## src/rtl/rtc_pkg.sv

```systemverilog
// Shared definitions for the real-time calendar.
// Contents:
//   - ASCII constants.
//   - The reset date 01.01.2000 00:00:00.
//   - Field limits.
//   - BCD helpers: conversion, increment, days_in_month.
package rtc_pkg;

  localparam logic [7:0] AsciiZero  = 8'h30;
  localparam logic [7:0] AsciiDot   = 8'h2E;
  localparam logic [7:0] AsciiColon = 8'h3A;
  localparam logic [7:0] AsciiSpace = 8'h20;
  localparam logic [7:0] AsciiLf    = 8'h0A;

  // Binary upper limits of each field.
  localparam logic [6:0] SecMax   = 7'd59;
  localparam logic [6:0] MinMax   = 7'd59;
  localparam logic [6:0] HourMax  = 7'd23;
  localparam logic [6:0] MonthMax = 7'd12;
  localparam logic [6:0] YearMax  = 7'd99;

  // All fields are two BCD digits. Year is the 20xx suffix.
  typedef struct packed {
    logic [7:0] year;
    logic [7:0] month;
    logic [7:0] day;
    logic [7:0] hour;
    logic [7:0] min;
    logic [7:0] sec;
  } rtc_time_t;

  localparam rtc_time_t RstTime = '{
    year:  8'h00,
    month: 8'h01,
    day:   8'h01,
    hour:  8'h00,
    min:   8'h00,
    sec:   8'h00
  };

  function automatic logic [6:0] bcd_to_bin(input logic [7:0] bcd);
    return ({3'b000, bcd[7:4]} * 7'd10) + {3'b000, bcd[3:0]};
  endfunction

  function automatic logic bcd_ok(input logic [7:0] bcd);
    return (bcd[7:4] <= 4'd9) && (bcd[3:0] <= 4'd9);
  endfunction

  // Adds one to a valid BCD byte. The caller handles field wrap.
  function automatic logic [7:0] bcd_inc(input logic [7:0] bcd);
    if (bcd[3:0] == 4'd9) begin
      return {bcd[7:4] + 4'd1, 4'd0};
    end
    return {bcd[7:4], bcd[3:0] + 4'd1};
  endfunction

  // Uses the year mod 4 leap rule, which is exact for 2000-2099.
  // Returns 0 for an out-of-range month.
  function automatic logic [4:0] days_in_month(input logic [7:0] month, input logic [7:0] year);
    logic [6:0] m;
    logic [6:0] y;
    m = bcd_to_bin(month);
    y = bcd_to_bin(year);
    case (m)
      7'd1, 7'd3, 7'd5, 7'd7, 7'd8, 7'd10, 7'd12: return 5'd31;
      7'd4, 7'd6, 7'd9, 7'd11:                     return 5'd30;
      7'd2:                                        return ((y % 7'd4) == 7'd0) ? 5'd29 : 5'd28;
      default:                                     return 5'd0;
    endcase
  endfunction

  function automatic logic [7:0] ascii_digit(input logic [3:0] nibble);
    return AsciiZero + {4'h0, nibble};
  endfunction

endpackage

```

## src/rtl/rtc_calendar_if.sv

```systemverilog
// Command, snapshot/read and live-field signals of the calendar.
// Signal groups:
//   - set_*: time-set request, with the set_err reject pulse.
//   - snap_req/rd_index/rd_char: snapshot-then-read string port.
//   - sec_pulse and sec..year: live BCD outputs.
// Modports:
//   - master: the command/transmit side.
//   - slave:  the calendar.
interface rtc_calendar_if;
  logic       set_valid;
  logic [7:0] set_sec;
  logic [7:0] set_min;
  logic [7:0] set_hour;
  logic [7:0] set_day;
  logic [7:0] set_month;
  logic [7:0] set_year;
  logic       set_err;
  logic       snap_req;
  logic [4:0] rd_index;
  logic [7:0] rd_char;
  logic       sec_pulse;
  logic [7:0] sec;
  logic [7:0] min;
  logic [7:0] hour;
  logic [7:0] day;
  logic [7:0] month;
  logic [7:0] year;

  modport master (
    output set_valid, set_sec, set_min, set_hour, set_day, set_month, set_year,
    output snap_req, rd_index,
    input  set_err, rd_char, sec_pulse, sec, min, hour, day, month, year
  );

  modport slave (
    input  set_valid, set_sec, set_min, set_hour, set_day, set_month, set_year,
    input  snap_req, rd_index,
    output set_err, rd_char, sec_pulse, sec, min, hour, day, month, year
  );
endinterface

```

## src/rtl/rtc_prescaler.sv

```systemverilog
// One-second prescaler.
// The counter runs 0..CLK_HZ-1 and wraps to 0.
// Ports:
//   - clk, reset: clock and active-low asynchronous reset.
//   - clear: synchronous restart to 0.
//   - tick: high on the terminal-count cycle.
module rtc_prescaler #(
  parameter int unsigned CLK_HZ = 100000000
) (
  input  logic clk,
  input  logic reset,
  input  logic clear,
  output logic tick
);

  localparam int unsigned CntW = (CLK_HZ > 1) ? $clog2(CLK_HZ) : 1;

  logic [CntW-1:0] cnt_q;
  logic [CntW-1:0] cnt_d;

  assign tick = (cnt_q == CntW'(CLK_HZ - 1));

  always_comb begin
    cnt_d = cnt_q + CntW'(1);
    if (clear || tick) begin
      cnt_d = '0;
    end
  end

  always_ff @(posedge clk or negedge reset) begin
    if (!reset) begin
      cnt_q <= '0;
    end else begin
      cnt_q <= cnt_d;
    end
  end

endmodule

```

## src/rtl/rtc_calendar.sv

```systemverilog
// Real-time BCD calendar, 01.01.2000 to 31.12.2099.
// Ports:
//   - clk, reset: system clock and active-low asynchronous reset.
//   - bus (slave): time-set, snapshot/read, sec_pulse and the live fields.
// Behaviour:
//   - A valid set overrides a coincident tick and restarts the prescaler.
//   - snap_req copies the live fields into shadow registers.
//   - rd_char is a registered lookup of the "DD.MM.YYYY HH:MM:SS\n" shadow string.
module rtc_calendar
  import rtc_pkg::*;
#(
  parameter int unsigned CLK_HZ = 100000000
) (
  input logic          clk,
  input logic          reset,
  rtc_calendar_if.slave bus
);

  logic      tick;
  logic      set_fields_ok;
  logic      set_ok;
  rtc_time_t set_time;
  rtc_time_t adv_time;
  rtc_time_t live_q, live_d;
  rtc_time_t shadow_q;
  logic      sec_pulse_q;
  logic      set_err_q;
  logic [7:0] rd_char_q, rd_char_d;

  assign set_time = '{
    year:  bus.set_year,
    month: bus.set_month,
    day:   bus.set_day,
    hour:  bus.set_hour,
    min:   bus.set_min,
    sec:   bus.set_sec
  };

  // Validate the set fields. The month range check also guarantees that days_in_month is non-zero.
  always_comb begin
    set_fields_ok = bcd_ok(set_time.sec) && bcd_ok(set_time.min) && bcd_ok(set_time.hour) &&
                    bcd_ok(set_time.day) && bcd_ok(set_time.month) && bcd_ok(set_time.year);
    set_fields_ok = set_fields_ok &&
                    (bcd_to_bin(set_time.sec) <= SecMax) &&
                    (bcd_to_bin(set_time.min) <= MinMax) &&
                    (bcd_to_bin(set_time.hour) <= HourMax) &&
                    (bcd_to_bin(set_time.month) >= 7'd1) &&
                    (bcd_to_bin(set_time.month) <= MonthMax) &&
                    (bcd_to_bin(set_time.year) <= YearMax) &&
                    (bcd_to_bin(set_time.day) >= 7'd1) &&
                    (bcd_to_bin(set_time.day) <=
                     {2'b00, days_in_month(set_time.month, set_time.year)});
  end

  assign set_ok = bus.set_valid && set_fields_ok;

  rtc_prescaler #(
    .CLK_HZ(CLK_HZ)
  ) u_prescaler (
    .clk  (clk),
    .reset(reset),
    .clear(set_ok),
    .tick (tick)
  );

  // Carry chain: each field advances only when every lower field wraps.
  always_comb begin
    logic sec_wrap, min_wrap, hour_wrap, day_wrap, month_wrap;
    sec_wrap   = (live_q.sec == 8'h59);
    min_wrap   = (live_q.min == 8'h59);
    hour_wrap  = (live_q.hour == 8'h23);
    day_wrap   = (bcd_to_bin(live_q.day) == {2'b00, days_in_month(live_q.month, live_q.year)});
    month_wrap = (live_q.month == 8'h12);

    adv_time     = live_q;
    adv_time.sec = sec_wrap ? 8'h00 : bcd_inc(live_q.sec);
    if (sec_wrap) begin
      adv_time.min = min_wrap ? 8'h00 : bcd_inc(live_q.min);
    end
    if (sec_wrap && min_wrap) begin
      adv_time.hour = hour_wrap ? 8'h00 : bcd_inc(live_q.hour);
    end
    if (sec_wrap && min_wrap && hour_wrap) begin
      adv_time.day = day_wrap ? 8'h01 : bcd_inc(live_q.day);
    end
    if (sec_wrap && min_wrap && hour_wrap && day_wrap) begin
      adv_time.month = month_wrap ? 8'h01 : bcd_inc(live_q.month);
    end
    if (sec_wrap && min_wrap && hour_wrap && day_wrap && month_wrap) begin
      adv_time.year = (live_q.year == 8'h99) ? 8'h00 : bcd_inc(live_q.year);
    end
  end

  always_comb begin
    live_d = live_q;
    if (set_ok) begin
      live_d = set_time;
    end else if (tick) begin
      live_d = adv_time;
    end
  end

  always_comb begin
    rd_char_d = 8'h00;
    case (bus.rd_index)
      5'd0:    rd_char_d = ascii_digit(shadow_q.day[7:4]);
      5'd1:    rd_char_d = ascii_digit(shadow_q.day[3:0]);
      5'd2:    rd_char_d = AsciiDot;
      5'd3:    rd_char_d = ascii_digit(shadow_q.month[7:4]);
      5'd4:    rd_char_d = ascii_digit(shadow_q.month[3:0]);
      5'd5:    rd_char_d = AsciiDot;
      5'd6:    rd_char_d = ascii_digit(4'd2);
      5'd7:    rd_char_d = ascii_digit(4'd0);
      5'd8:    rd_char_d = ascii_digit(shadow_q.year[7:4]);
      5'd9:    rd_char_d = ascii_digit(shadow_q.year[3:0]);
      5'd10:   rd_char_d = AsciiSpace;
      5'd11:   rd_char_d = ascii_digit(shadow_q.hour[7:4]);
      5'd12:   rd_char_d = ascii_digit(shadow_q.hour[3:0]);
      5'd13:   rd_char_d = AsciiColon;
      5'd14:   rd_char_d = ascii_digit(shadow_q.min[7:4]);
      5'd15:   rd_char_d = ascii_digit(shadow_q.min[3:0]);
      5'd16:   rd_char_d = AsciiColon;
      5'd17:   rd_char_d = ascii_digit(shadow_q.sec[7:4]);
      5'd18:   rd_char_d = ascii_digit(shadow_q.sec[3:0]);
      5'd19:   rd_char_d = AsciiLf;
      default: rd_char_d = 8'h00;
    endcase
  end

  always_ff @(posedge clk or negedge reset) begin
    if (!reset) begin
      live_q      <= RstTime;
      shadow_q    <= RstTime;
      sec_pulse_q <= 1'b0;
      set_err_q   <= 1'b0;
      rd_char_q   <= 8'h00;
    end else begin
      live_q <= live_d;
      // Captures the pre-edge live value, even when a tick or set lands on the same edge.
      if (bus.snap_req) begin
        shadow_q <= live_q;
      end
      sec_pulse_q <= tick && !set_ok;
      set_err_q   <= bus.set_valid && !set_fields_ok;
      rd_char_q   <= rd_char_d;
    end
  end

  assign bus.sec       = live_q.sec;
  assign bus.min       = live_q.min;
  assign bus.hour      = live_q.hour;
  assign bus.day       = live_q.day;
  assign bus.month     = live_q.month;
  assign bus.year      = live_q.year;
  assign bus.sec_pulse = sec_pulse_q;
  assign bus.set_err   = set_err_q;
  assign bus.rd_char   = rd_char_q;

endmodule
```

## src/flat_wrapper.sv

```systemverilog
// flat-port wrapper written by rule: the top's interface ports become plain ports
module rtc_calendar_flat import rtc_pkg::*;
#(
  parameter int unsigned CLK_HZ = 100000000
)
  (clk, reset, bus_set_valid, bus_set_sec, bus_set_min, bus_set_hour, bus_set_day, bus_set_month, bus_set_year, bus_snap_req, bus_rd_index, bus_set_err, bus_rd_char, bus_sec_pulse, bus_sec, bus_min, bus_hour, bus_day, bus_month, bus_year);
  rtc_calendar_if bus_i ();
  input logic clk;
  input logic reset;
  input wire logic [$bits(bus_i.set_valid)-1:0] bus_set_valid;
  input wire logic [$bits(bus_i.set_sec)-1:0] bus_set_sec;
  input wire logic [$bits(bus_i.set_min)-1:0] bus_set_min;
  input wire logic [$bits(bus_i.set_hour)-1:0] bus_set_hour;
  input wire logic [$bits(bus_i.set_day)-1:0] bus_set_day;
  input wire logic [$bits(bus_i.set_month)-1:0] bus_set_month;
  input wire logic [$bits(bus_i.set_year)-1:0] bus_set_year;
  input wire logic [$bits(bus_i.snap_req)-1:0] bus_snap_req;
  input wire logic [$bits(bus_i.rd_index)-1:0] bus_rd_index;
  output wire logic [$bits(bus_i.set_err)-1:0] bus_set_err;
  output wire logic [$bits(bus_i.rd_char)-1:0] bus_rd_char;
  output wire logic [$bits(bus_i.sec_pulse)-1:0] bus_sec_pulse;
  output wire logic [$bits(bus_i.sec)-1:0] bus_sec;
  output wire logic [$bits(bus_i.min)-1:0] bus_min;
  output wire logic [$bits(bus_i.hour)-1:0] bus_hour;
  output wire logic [$bits(bus_i.day)-1:0] bus_day;
  output wire logic [$bits(bus_i.month)-1:0] bus_month;
  output wire logic [$bits(bus_i.year)-1:0] bus_year;
  assign bus_i.set_valid = bus_set_valid;
  assign bus_i.set_sec = bus_set_sec;
  assign bus_i.set_min = bus_set_min;
  assign bus_i.set_hour = bus_set_hour;
  assign bus_i.set_day = bus_set_day;
  assign bus_i.set_month = bus_set_month;
  assign bus_i.set_year = bus_set_year;
  assign bus_i.snap_req = bus_snap_req;
  assign bus_i.rd_index = bus_rd_index;
  assign bus_set_err = bus_i.set_err;
  assign bus_rd_char = bus_i.rd_char;
  assign bus_sec_pulse = bus_i.sec_pulse;
  assign bus_sec = bus_i.sec;
  assign bus_min = bus_i.min;
  assign bus_hour = bus_i.hour;
  assign bus_day = bus_i.day;
  assign bus_month = bus_i.month;
  assign bus_year = bus_i.year;
  rtc_calendar #(.CLK_HZ(CLK_HZ)) u_core (.clk(clk), .reset(reset), .bus(bus_i));
endmodule
```

## config.mk

```make
export PLATFORM = sky130hd
export DESIGN_NAME = rtc_calendar_flat
export DESIGN_NICKNAME = d
export VERILOG_FILES = /design/src/rtl/rtc_pkg.sv /design/src/rtl/rtc_calendar_if.sv /design/src/rtl/rtc_prescaler.sv /design/src/rtl/rtc_calendar.sv /design/src/flat_wrapper.sv
export SDC_FILE = /design/constraint.sdc
export NUM_CORES = 1
export LEC_CHECK = 0
export CAP_MARGIN = 10
export CORE_MARGIN = 5
export CORE_UTILIZATION = 55
export DETAILED_ROUTE_END_ITERATION = 8
export DONT_BUFFER_PORTS = 1
export GPL_TIMING_DRIVEN = 0
export PLACE_DENSITY_LB_ADDON = 0.25
export REMOVE_ABC_BUFFERS = 1
export SLEW_MARGIN = 10
export SYNTH_ARGS = -nofsm -noshare
export SYNTH_HDL_FRONTEND = slang
export SYNTH_SLANG_ARGS = --single-unit
```

## constraint.sdc

```tcl
create_clock -name clk -period 4.3 [get_ports clk]
set_clock_uncertainty 0.05 [all_clocks]
set_input_delay 0.645 -clock clk [delete_from_list [all_inputs] [get_ports clk]]
set_output_delay 0.645 -clock clk [all_outputs]
set_load 0.01 [all_outputs]
```

==> metrics.cfg, run 1 <==
[routing]
vias_per_cell = 6.13
dr_total_vias = 7453
dr.pass1.iters = 5
wl_per_cell_um = 19.9
drc = 0
antenna_left = 0
drt-initial-drc-count = 494
wl_um = 24200

[final_layout]
synthToLayoutAreaGrowth_pct = 17.6
nets = 1132
fillers = 1292
fin_cells = 1215
antenna_cells = 0
final_common_cell = dfrtp_1
drive_above_1_share = 0.189
fin_area_um2 = 10700
layout_common_cells = dfrtp_1, nor2_1, a21oi_1, ha_1, nand2_1
utilization = 0.653

[timing]
finalCritPeriodShare = 1.00
grt_setup_unrepaired = yes
final-hold-violation-count = 0
fin_ws_ns = -0.00198
finalCriticalPeriod_ns = 4.30
slew_headroom = 0.450
fmax_mhz = 232
tightestPinTransition_ns = 0.817
setup-tns-final_ns = -0.00346
setup_viol = 2
report.final.slew_viol_count = 0

[placed_design]
placed_area_um2 = 9290
placedCellCount = 1159
dp_hpwl_um = 16500
place_congestion = 0.840
place_ws_ns = -1.50
port_buffers = 0

[logic_synthesis]
async_flop_share = 1.00
syn-instance-count = 969
yosys_warnings = 0
synth-simple-area-share = 0.192
synth_top_family_by_area = simple AND/OR/NAND/NOR gates
synthFlopType = dfrtp_1
yosysUniqueCellTypes = 75
synth_compound_area_frac = 0.140
synth_mux_area_frac = 0.0822
synth_area_per_cell_um2 = 9.39
yosysSeqAreaShare = 0.361
synthesis.area_um2 = 9100
synth-xor-area-share = 0.0521
synthAdderAreaFrac = 0.140
synth_edf_count = 0
synth_seq_cells = 131

[grt]
use_met1 = 0.344
grt_usage = 0.252
use_met2 = 0.389
grt_pass1_vias = 7430
grt_start_max_net_pins = 128
grt_overflow_total = 0
top_usage_layer = met2
grt_pass1_wl_um = 39400
antenna_found_initial = 0
grt_util_met3 = 0.0697

[die]
rows = 47
core_um2 = 16400
die_w_um = 139
fp.dieH_um = 139
pin_count = 115
start_util = 0.555
die_area_um2 = 19200

[clock_network]
cts.clk_slew.worst_paths_ns = 0.06
clkLatencyLatePin_ns = 0.43
cts_tree = done
cts_root_buffer = clkbuf_16
clockBufferDepth = 2
numCtsBuffers = 17
h-tree-depth = 4
cts.sinks = 131

[setup_path]
startpoint_type = input pin
endpoint_kind = flip-flop
cp_max_fo = 5
required_ns = 4.57
cp_data_arrival_time_ns = 4.57
critPathKind = in -> reg

[power_and_ir_drop]
p_leak_nw = 4.40
power.density_nw_per_um2 = 302
ir_worst_vdd_mv = 0.276

[outcome]
outcome = complete, but fails checks
violations = setup timing

[flow_run]
maxCapViolations = 0

[min_path]
hold_path.class = in -> async

-- flip-flops by register name, summed over array words and instances (netlist names), 8 cells and up --
register                  count
u_core.bus.min                8
u_core.bus.year               8
u_core.bus.sec                8
u_core.shadow_q              48
u_core.bus.day                8
u_core.bus.month              8
u_core.bus.hour               8
u_core.u_prescaler.cnt_q     27
-- worst paths after layout --
check | start | to | slack (ns) | depth (start not counted)
worst max register to register | u_core.bus.month[7]$_DFFE_PN0P_ | u_core.bus.year[6]$_DFFE_PN0P_ | 0.30 | 12
worst min register to register | u_core.u_prescaler.cnt_q[0]$_DFF_PN0_ | u_core.u_prescaler.cnt_q[0]$_DFF_PN0_ | 0.44 | 1
worst min-delay path | reset | u_core.shadow_q[32]$_DFFE_PN1P_ | 0.01 | 0
worst max-delay path | bus_set_month[5] | u_core.bus.sec[2]$_DFFE_PN0N_ | -0.002 | 21
min in group clk | bus_set_valid | u_core.bus.set_err$_DFF_PN0_ | 0.26 | 2
max in group asynchronous | reset | u_core.shadow_q[24]$_DFFE_PN1P_ | 3.50 | 1
-- where the power goes --
part / internal, mW / leakage, nW / switching [mW]
clock: 1.05 / 0.309 / 0.554
combinational: 0.165 / 2.74 / 0.202
sequential: 1.25 / 1.35 / 0.0133
-- kinds of logic after synthesis --
kind of cell	after synthesis
AND/OR/NAND/NOR	342
AO/OA/AOI/OAI	208
flip-flops	131
adder cells (fa/ha/maj)	92
buffers and inverters	75
multiplexers	68
XOR/XNOR	52
other	1
-- critical path, stage by stage --
cell and delay [ns]:
ha_4 0.25, ha_4 0.12, fa_2 0.47, nor3_2 0.19
a31o_1 0.17, a31oi_4 0.11, or3_4 0.43, ha_4 0.30
nand4_1 0.09, mux2i_1 0.19, a21oi_2 0.07, a2111oi_4 0.23
and4_4 0.30, nand4_1 0.17, buf_6 0.18, buf_8 0.12
buf_12 0.13, buf_8 0.13, buf_16 0.13, nor2_4 0.10
a21oi_2 0.03
-- area by class of cell --
class                      instances  area [um^2]  area share
clock buffer                      21          460      0.0430
clock inverter                    10          180      0.0168
inverter                          39          146      0.0137
multi-input combinational        764         5880       0.549
sequential                       131         3280       0.307
tap                              220          275      0.0257
timing repair buffer              30          482      0.0450
-- synthesized netlist by cell type (6+ instances only) --
cell | instances | area, um^2
dfrtp_1 | 127 | 3180
nor2_1 | 112 | 420
a21oi_1 | 85 | 425
ha_1 | 76 | 951
nand2_1 | 58 | 218
mux2_2 | 54 | 608
inv_1 | 39 | 146
nand3_1 | 39 | 195
o21ai_0 | 39 | 195
clkbuf_1 | 28 | 105
xor2_1 | 27 | 236
nor3_1 | 24 | 120
xnor2_1 | 24 | 210
fa_1 | 16 | 320
and3_1 | 15 | 93.8
mux2i_1 | 14 | 140
nand4_1 | 13 | 81.3
nor4_1 | 12 | 75.1
nor2b_1 | 11 | 68.8
a21o_1 | 10 | 75.1
a22oi_1 | 9 | 67.6
a31oi_1 | 9 | 56.3
nand3b_1 | 8 | 60.1
a211oi_1 | 6 | 45.0
nand2b_1 | 6 | 37.5
or3_1 | 6 | 37.5
-- through the flow --
stage	total power, mW	hold slack [ns]
2_1_floorplan	1.50	0.299
3_3_place_gp	1.55	0.308
3_5_place_dp	1.56	0.306
4_1_cts	3.22	0.00211
5_1_grt	3.34	0.00327
6_report	3.23	0.0134
-- layer usage --
| layer | part of all wire | up-vias |
|---|---|---|
| li1 | - | 3523 |
| met1 | 0.44 | 3667 |
| met2 | 0.46 | 225 |
| met3 | 0.071 | 38 |
| met4 | 0.023 | 0 |
| met5 | 0 | - |
-- repair_timing --
item,CTS,global route
hold endpoints to repair,127,2
pin swaps,13,7
gates resized for setup,69,30
setup buffers,14,3
endpoints found under the setup margin,76,75
hold buffers,2,1
gates cloned,5,2
Note: power is estimated with default switching activity, not from simulation.
==> run 2, diff against run 1 <==
--- a/config.mk
+++ b/config.mk
@@ -12,7 +12,6 @@
 export DONT_BUFFER_PORTS = 1
 export GPL_TIMING_DRIVEN = 0
 export PLACE_DENSITY_LB_ADDON = 0.25
-export REMOVE_ABC_BUFFERS = 1
 export SLEW_MARGIN = 10
 export SYNTH_ARGS = -nofsm -noshare
 export SYNTH_HDL_FRONTEND = slang
==> run 2 against run 1 <==
  * Total power fell by 7.9%
  * The run now ends clean
  * Core utilization decreased by 2.1 points
  * Routed wire length rose by 0.12%
  * Hold slack gained 0.0058 ns
==> metrics.cfg, run 2 (synthesized netlist as in run 1, its figures left out) <==
[setup_path]
timing.rr.end = u_core.bus.year[6]$_DFFE_PN0P_  ; unchanged
required_ns = 4.58  ; was 4.57 ns
critPathKind = in -> reg  ; unchanged
r2r_slack_ns = 0.28  ; was 0.30 ns
endpoint_kind = flip-flop  ; unchanged
startpoint_type = input pin  ; unchanged
critPathCapture = u_core.bus.sec[0]$_DFFE_PN0N_  ; was u_core.bus.sec[2]$_DFFE_PN0N_
crit_start = bus_set_month[5]  ; unchanged
reg2reg_from = u_core.bus.month[7]$_DFFE_PN0P_  ; unchanged
cp_data_arrival_time_ns = 4.42  ; was 4.57 ns
r2r_cells = 13  ; was 12
cp_max_fo = 6  ; was 5

[timing]
tightestPinTransition_ns = 0.791  ; was 0.817 ns
report.final.slew_viol_count = 0  ; unchanged
fmax_mhz = 242  ; was 232 MHz
grt_setup_unrepaired = yes  ; unchanged
slew_headroom = 0.468  ; was 0.450
setup_viol = 0  ; was 2
setup-tns-final_ns = 0  ; was -0.00346 ns
finalCritPeriodShare = 0.963  ; was 1.00
finalCriticalPeriod_ns = 4.14  ; was 4.30 ns
fin_ws_ns = 0.160  ; was -0.00198 ns
final-hold-violation-count = 0  ; unchanged

[final_layout]
nets = 1147  ; was 1,132
final_common_cell = dfrtp_1  ; unchanged
layout_common_cells = dfrtp_1, nor2_1, a21oi_1, ha_1, nand2_1  ; unchanged
drive_above_1_share = 0.165  ; was 0.189
utilization = 0.632  ; was 0.653
antenna_cells = 0  ; unchanged
regMostFlops = u_core.shadow_q  ; unchanged
synthToLayoutAreaGrowth_pct = 13.9  ; was 17.6%
top_regs = u_core.shadow_q (48), u_core.u_prescaler.cnt_q (27)  ; unchanged
largest_reg_flops = 48  ; unchanged

[clock_network]
cts_root_buffer = clkbuf_16  ; unchanged
numCtsBuffers = 17  ; unchanged
h-tree-depth = 4  ; unchanged
cts.sinks = 131  ; unchanged
cts.clk_slew.worst_paths_ns = 0.06  ; about the same
cts_tree = done  ; unchanged
clkLatencyLatePin_ns = 0.42  ; was 0.43 ns
clockBufferDepth = 2  ; unchanged

[grt]
grt_overflow_total = 0  ; unchanged
use_met1 = 0.329  ; was 0.344
grt_usage = 0.246  ; was 0.252
grt_pass1_wl_um = 38100  ; was 39,400 um
antenna_found_initial = 0  ; unchanged
grt_pass1_vias = 7271  ; was 7,430
use_met2 = 0.401  ; was 0.389
grt_start_max_net_pins = 128  ; unchanged
top_usage_layer = met2  ; unchanged
grt_util_met3 = 0.0559  ; was 0.0697

[outcome]
outcome = complete, no violations  ; was complete, but fails checks

[placed_design]
port_buffers = 0  ; unchanged
place_ws_ns = -0.961  ; was -1.50 ns
dp_hpwl_um = 17900  ; was 16,500 um
place_congestion = 0.954  ; was 0.840

[die]
start_util = 0.555  ; unchanged
die_w_um = 139  ; unchanged
core_um2 = 16400  ; unchanged
pin_count = 115  ; unchanged
die_area_um2 = 19200  ; unchanged
rows = 47  ; unchanged
fp.dieH_um = 139  ; unchanged

[power_and_ir_drop]
p_leak_nw = 4.29  ; was 4.40 nW
power.density_nw_per_um2 = 287  ; was 302 nW/um^2
ir_worst_vdd_mv = 0.283  ; was 0.276 mV

[min_path]
hold_path.class = in -> async  ; unchanged

[routing]
vias_per_cell = 6.09  ; was 6.13
dr_total_vias = 7499  ; was 7,453
drt-initial-drc-count = 625  ; was 494
wl_per_cell_um = 19.7  ; was 19.9 um
antenna_left = 0  ; unchanged
dr.pass1.iters = 5  ; unchanged
wl_um = 24200  ; about the same
drc = 0  ; unchanged

[flow_run]
maxCapViolations = 0  ; unchanged

[run 2: changes by cell type in the layout (fill, tap and decap cells not counted), moves of 3 or more]
cell / previous run / this run
clkbuf_1: 2 / 18
nor2_4: 15 / 3
a21oi_2: 14 / 5
a21oi_1: 71 / 78
nor2_1: 88 / 95
nor2_2: 9 / 14
buf_1: 0 / 4
buf_16: 5 / 1
buf_8: 4 / 0
bufinv_16: 5 / 1
clkinv_2: 3 / 7
clkbuf_8: 2 / 5
[run 2: area by class of cell]
class	instances	area, um^2
Buffer	36	235
Multi-Input combinational cell	764	5740
Clock inverter	10	81.3
Tap cell	220	275
Clock buffer	22	484
Sequential cell	131	3280
Fill cell	1369	6040
Timing Repair Buffer	9	129
Inverter	39	146
[run 2: worst max-delay path, cell delays in order]
cell,delay (ns)
ha_4,0.23
ha_4,0.15
fa_2,0.34
xor2_2,0.17
nor3_2,0.15
a31o_1,0.13
a31oi_2,0.12
or3_4,0.43
ha_4,0.26
a211oi_1,0.23
a21oi_1,0.11
a2111oi_2,0.38
and4_1,0.29
nand4_1,0.15
clkbuf_8,0.22
buf_12,0.14
buf_12,0.13
a21oi_1,0.14
[run 2: worst min path at each step]
stage | endpoint | slack, ns | depth (start not counted)
after floorplan | u_core.bus.day[1]$_DFFE_PN0P_ | 0.30 | 0
after global placement | u_core.shadow_q[26]$_DFFE_PN0P_ | 0.31 | 0
after detailed placement | u_core.shadow_q[26]$_DFFE_PN0P_ | 0.31 | 0
after CTS | u_core.shadow_q[32]$_DFFE_PN1P_ | 0.003 | 0
after global routing | u_core.shadow_q[32]$_DFFE_PN1P_ | 0.009 | 0
final | u_core.bus.day[0]$_DFFE_PN1P_ | 0.02 | 0
[run 2: repair_timing]
action / in CTS / in global routing
pin swaps: 1 / 9
endpoints found under the setup margin: 73 / 70
buffers inserted: 2 / 2
gates resized for setup: 3 / 92
endpoints found under the hold margin: 127 / 0
cloned: 0 / 3
hold buffers: 2 / 0
[run 2: metrics by stage]
stage	total power [mW]	instance area (um^2)	instances	hold slack [ns]
after detailed placement	1.58	9420	1190	0.310
after CTS	2.98	10000	1226	0.00328
after global placement	1.57	9420	1190	0.310
after global routing	3.11	10400	1231	0.00915
after floorplan	1.53	9140	970	0.299
final	2.98	10400	1231	0.0192
[run 2: power breakdown]
group | switching (mW) | total (mW) | internal (mW)
registers | 0.0126 | 1.26 | 1.25
clock network | 0.520 | 1.37 | 0.848
logic | 0.195 | 0.349 | 0.154
total | 0.728 | 2.98 | 2.25
[run 2: layer usage]
metal | up-vias | part of all wire
li1 | 3550 | -
met3 | 50 | 0.062
met4 | 0 | 0.024
met5 | - | 0
met1 | 3665 | 0.44
met2 | 234 | 0.48
==> run 3, diff against run 2 <==
--- a/config.mk
+++ b/config.mk
@@ -12,6 +12,7 @@
 export DONT_BUFFER_PORTS = 1
 export GPL_TIMING_DRIVEN = 0
 export PLACE_DENSITY_LB_ADDON = 0.25
+export SETUP_SLACK_MARGIN = 0.15
 export SLEW_MARGIN = 10
 export SYNTH_ARGS = -nofsm -noshare
 export SYNTH_HDL_FRONTEND = slang
==> run 3 against run 2 <==
  * First-iteration DRC count is 10% higher
  * Clock-buffer cell count is 2 higher
  * Hold slack worse by 0.0019 ns
  * Combinational power hardly changed
  * Register-to-register slack better by 0.07 ns
  * Critical path depth stayed put
  * Die area stayed put
  * Sequential power hardly changed
  * Via count is 1.4% higher
  * Clock power is 9% higher
  * Critical path type unchanged
==> metrics.cfg, run 3 (synthesized netlist as in run 1, its figures left out) <==
[clock_network]
cts_root_buffer = clkbuf_16  ; unchanged
clkLatencyLatePin_ns = 0.43  ; was 0.42 ns
cts.clk_slew.worst_paths_ns = 0.06  ; about the same
cts_tree = done  ; unchanged
clockBufferDepth = 2  ; unchanged
numCtsBuffers = 17  ; unchanged
h-tree-depth = 4  ; unchanged
cts.sinks = 131  ; unchanged

[power_and_ir_drop]
p_leak_nw = 4.25  ; was 4.29 nW
power.density_nw_per_um2 = 302  ; was 287 nW/um^2
clkPwrFrac = 0.482  ; was 0.460
power.share.switching = 0.237  ; was 0.245
combPwrFrac = 0.112  ; was 0.117
seqPwrFrac = 0.405  ; was 0.423
p_sw_mw = 0.735  ; was 0.728 mW
p_int_mw = 2.37  ; was 2.25 mW
ir_worst_vdd_mv = 0.247  ; was 0.283 mV

[routing]
dr_total_vias = 7601  ; was 7,499
antenna_left = 0  ; unchanged
drt-initial-drc-count = 688  ; was 625
vias_per_cell = 6.19  ; was 6.09
wl_um = 24200  ; about the same
drc = 0  ; unchanged
dr.pass1.iters = 5  ; unchanged
wl_per_cell_um = 19.7  ; about the same

[final_layout]
utilization = 0.627  ; was 0.632
regMostFlops = u_core.shadow_q  ; unchanged
drive_above_1_share = 0.154  ; was 0.165
largest_reg_flops = 48  ; unchanged
synthToLayoutAreaGrowth_pct = 13.0  ; was 13.9%
top_regs = u_core.shadow_q (48), u_core.u_prescaler.cnt_q (27)  ; unchanged
antenna_cells = 0  ; unchanged
layout_common_cells = dfrtp_1, nor2_1, a21oi_1, ha_1, nand2_1  ; unchanged
final_common_cell = dfrtp_1  ; unchanged
nets = 1143  ; was 1,147
fin_area_um2 = 10300  ; was 10,400 um^2

[setup_path]
critPathKind = in -> reg  ; unchanged
cp_max_fo = 5  ; was 6
timing.rr.end = u_core.bus.year[6]$_DFFE_PN0P_  ; unchanged
reg2reg_from = u_core.bus.month[5]$_DFFE_PN0P_  ; was u_core.bus.month[7]$_DFFE_PN0P_
r2r_slack_ns = 0.35  ; was 0.28 ns
startpoint_type = input pin  ; unchanged
endpoint_kind = flip-flop  ; unchanged
required_ns = 4.55  ; was 4.58 ns
r2r_cells = 13  ; unchanged
cp_data_arrival_time_ns = 4.27  ; was 4.42 ns

[timing]
finalCritPeriodShare = 0.935  ; was 0.963
finalCriticalPeriod_ns = 4.02  ; was 4.14 ns
grt_setup_unrepaired = yes  ; unchanged
tightestPinTransition_ns = 0.800  ; was 0.791 ns
setup_viol = 0  ; unchanged
fmax_mhz = 249  ; was 242 MHz
slew_headroom = 0.461  ; was 0.468
final-hold-violation-count = 0  ; unchanged
report.final.slew_viol_count = 0  ; unchanged

[grt]
grt_pass1_vias = 7350  ; was 7,271
grt_usage = 0.248  ; was 0.246
grt_pass1_wl_um = 38500  ; was 38,100 um
grt_overflow_total = 0  ; unchanged
grt_start_max_net_pins = 128  ; unchanged
antenna_found_initial = 0  ; unchanged

[placed_design]
dp_hpwl_um = 18000  ; was 17,900 um
place_congestion = 0.956  ; was 0.954
placed_area_um2 = 9490  ; was 9420 um^2
port_buffers = 0  ; unchanged

[die]
die_w_um = 139  ; unchanged
start_util = 0.555  ; unchanged
rows = 47  ; unchanged
pin_count = 115  ; unchanged
fp.dieH_um = 139  ; unchanged
die_area_um2 = 19200  ; unchanged
core_um2 = 16400  ; unchanged

[flow_run]
maxCapViolations = 0  ; unchanged

[min_path]
hold_path.class = in -> async  ; unchanged

[outcome]
outcome = complete, no violations  ; unchanged

-- run 3: changes by cell type in the layout (fill, tap and decap cells not counted), moves of 3 or more --
cell	delta
clkinv_2	-5
nor2_1	+5
a21oi_1	+3
buf_2	+3
nor2_2	-3
-- run 3: layer usage --
| metal | GRT usage | up-vias | part of all wire |
|---|---|---|---|
| met5 | 0 | - | 0 |
| met1 | 0.323 | 3738 | 0.42 |
| met2 | 0.412 | 284 | 0.48 |
| li1 | - | 3532 | - |
| met3 | 0.0586 | 47 | 0.078 |
| met4 | 0.0824 | 0 | 0.024 |
-- run 3: final cells by class --
type | count | area, um^2
plain buffers | 36 | 218
clock buffers | 24 | 492
clock inverters | 8 | 124
fillers | 1369 | 6120
inverters | 39 | 146
multi-input cells | 764 | 5690
flip-flops and latches | 131 | 3280
well taps | 220 | 275
repair buffers | 5 | 57.6
-- run 3: worst max-delay path by stage --
stage	startpoint	end	slack, ns
finish	bus_set_month[4]	u_core.bus.month[4]$_DFFE_PN0P_	0.28
CTS	bus_set_month[4]	u_core.u_prescaler.cnt_q[16]$_DFF_PN0_	0.15
detailed placement	bus_set_month[5]	u_core.u_prescaler.cnt_q[16]$_DFF_PN0_	-0.80
floorplan	bus_set_month[5]	u_core.bus.min[1]$_DFFE_PN0P_	0.13
global placement	bus_set_month[4]	u_core.u_prescaler.cnt_q[22]$_DFF_PN0_	-0.76
global route	bus_set_month[4]	u_core.bus.month[2]$_DFFE_PN0P_	0.09
-- run 3: power groups by stage --
stage / registers (mW) / clock network, mW / logic (mW)
finish: 1.26 / 1.50 / 0.349
global route: 1.26 / 1.58 / 0.395
floorplan: 1.28 / 0 / 0.258
detailed placement: 1.28 / 0 / 0.314
global placement: 1.28 / 0 / 0.307
CTS: 1.26 / 1.51 / 0.347
-- run 3: timing repair --
item,in CTS,in global routing
hold endpoints to repair,127,0
cloned,0,1
pin swaps,1,3
setup buffers,2,1
hold buffers,1,0
resized for setup,8,46
setup endpoints to repair,76,72
-- run 3: worst max-delay path, stage by stage --
cell and delay [ns]:
ha_1 0.21, ha_4 0.17, fa_2 0.34, xor2_2 0.17, nor3_1 0.19, a31o_1 0.13
a31oi_2 0.10, or3_4 0.46, ha_4 0.30, nand4_1 0.09, mux2i_1 0.14, a21oi_1 0.06
a2111oi_2 0.25, and4_1 0.29, nand4_1 0.13, clkbuf_4 0.21, buf_4 0.13, mux2_2 0.26
-- run 3: metrics by stage --
step	std cells	hold WS [ns]	TNS (ns)	power (mW)	worst slack [ns]
after global placement	1190	0.310	-38.99	1.59	-0.761
final	1227	0.0173	0	3.11	0.279
after CTS	1225	0.00695	0	3.12	0.151
after detailed placement	1190	0.311	-41.54	1.60	-0.803
after floorplan	970	0.299	0	1.54	0.132
after global routing	1227	0.00200	0	3.23	0.0896
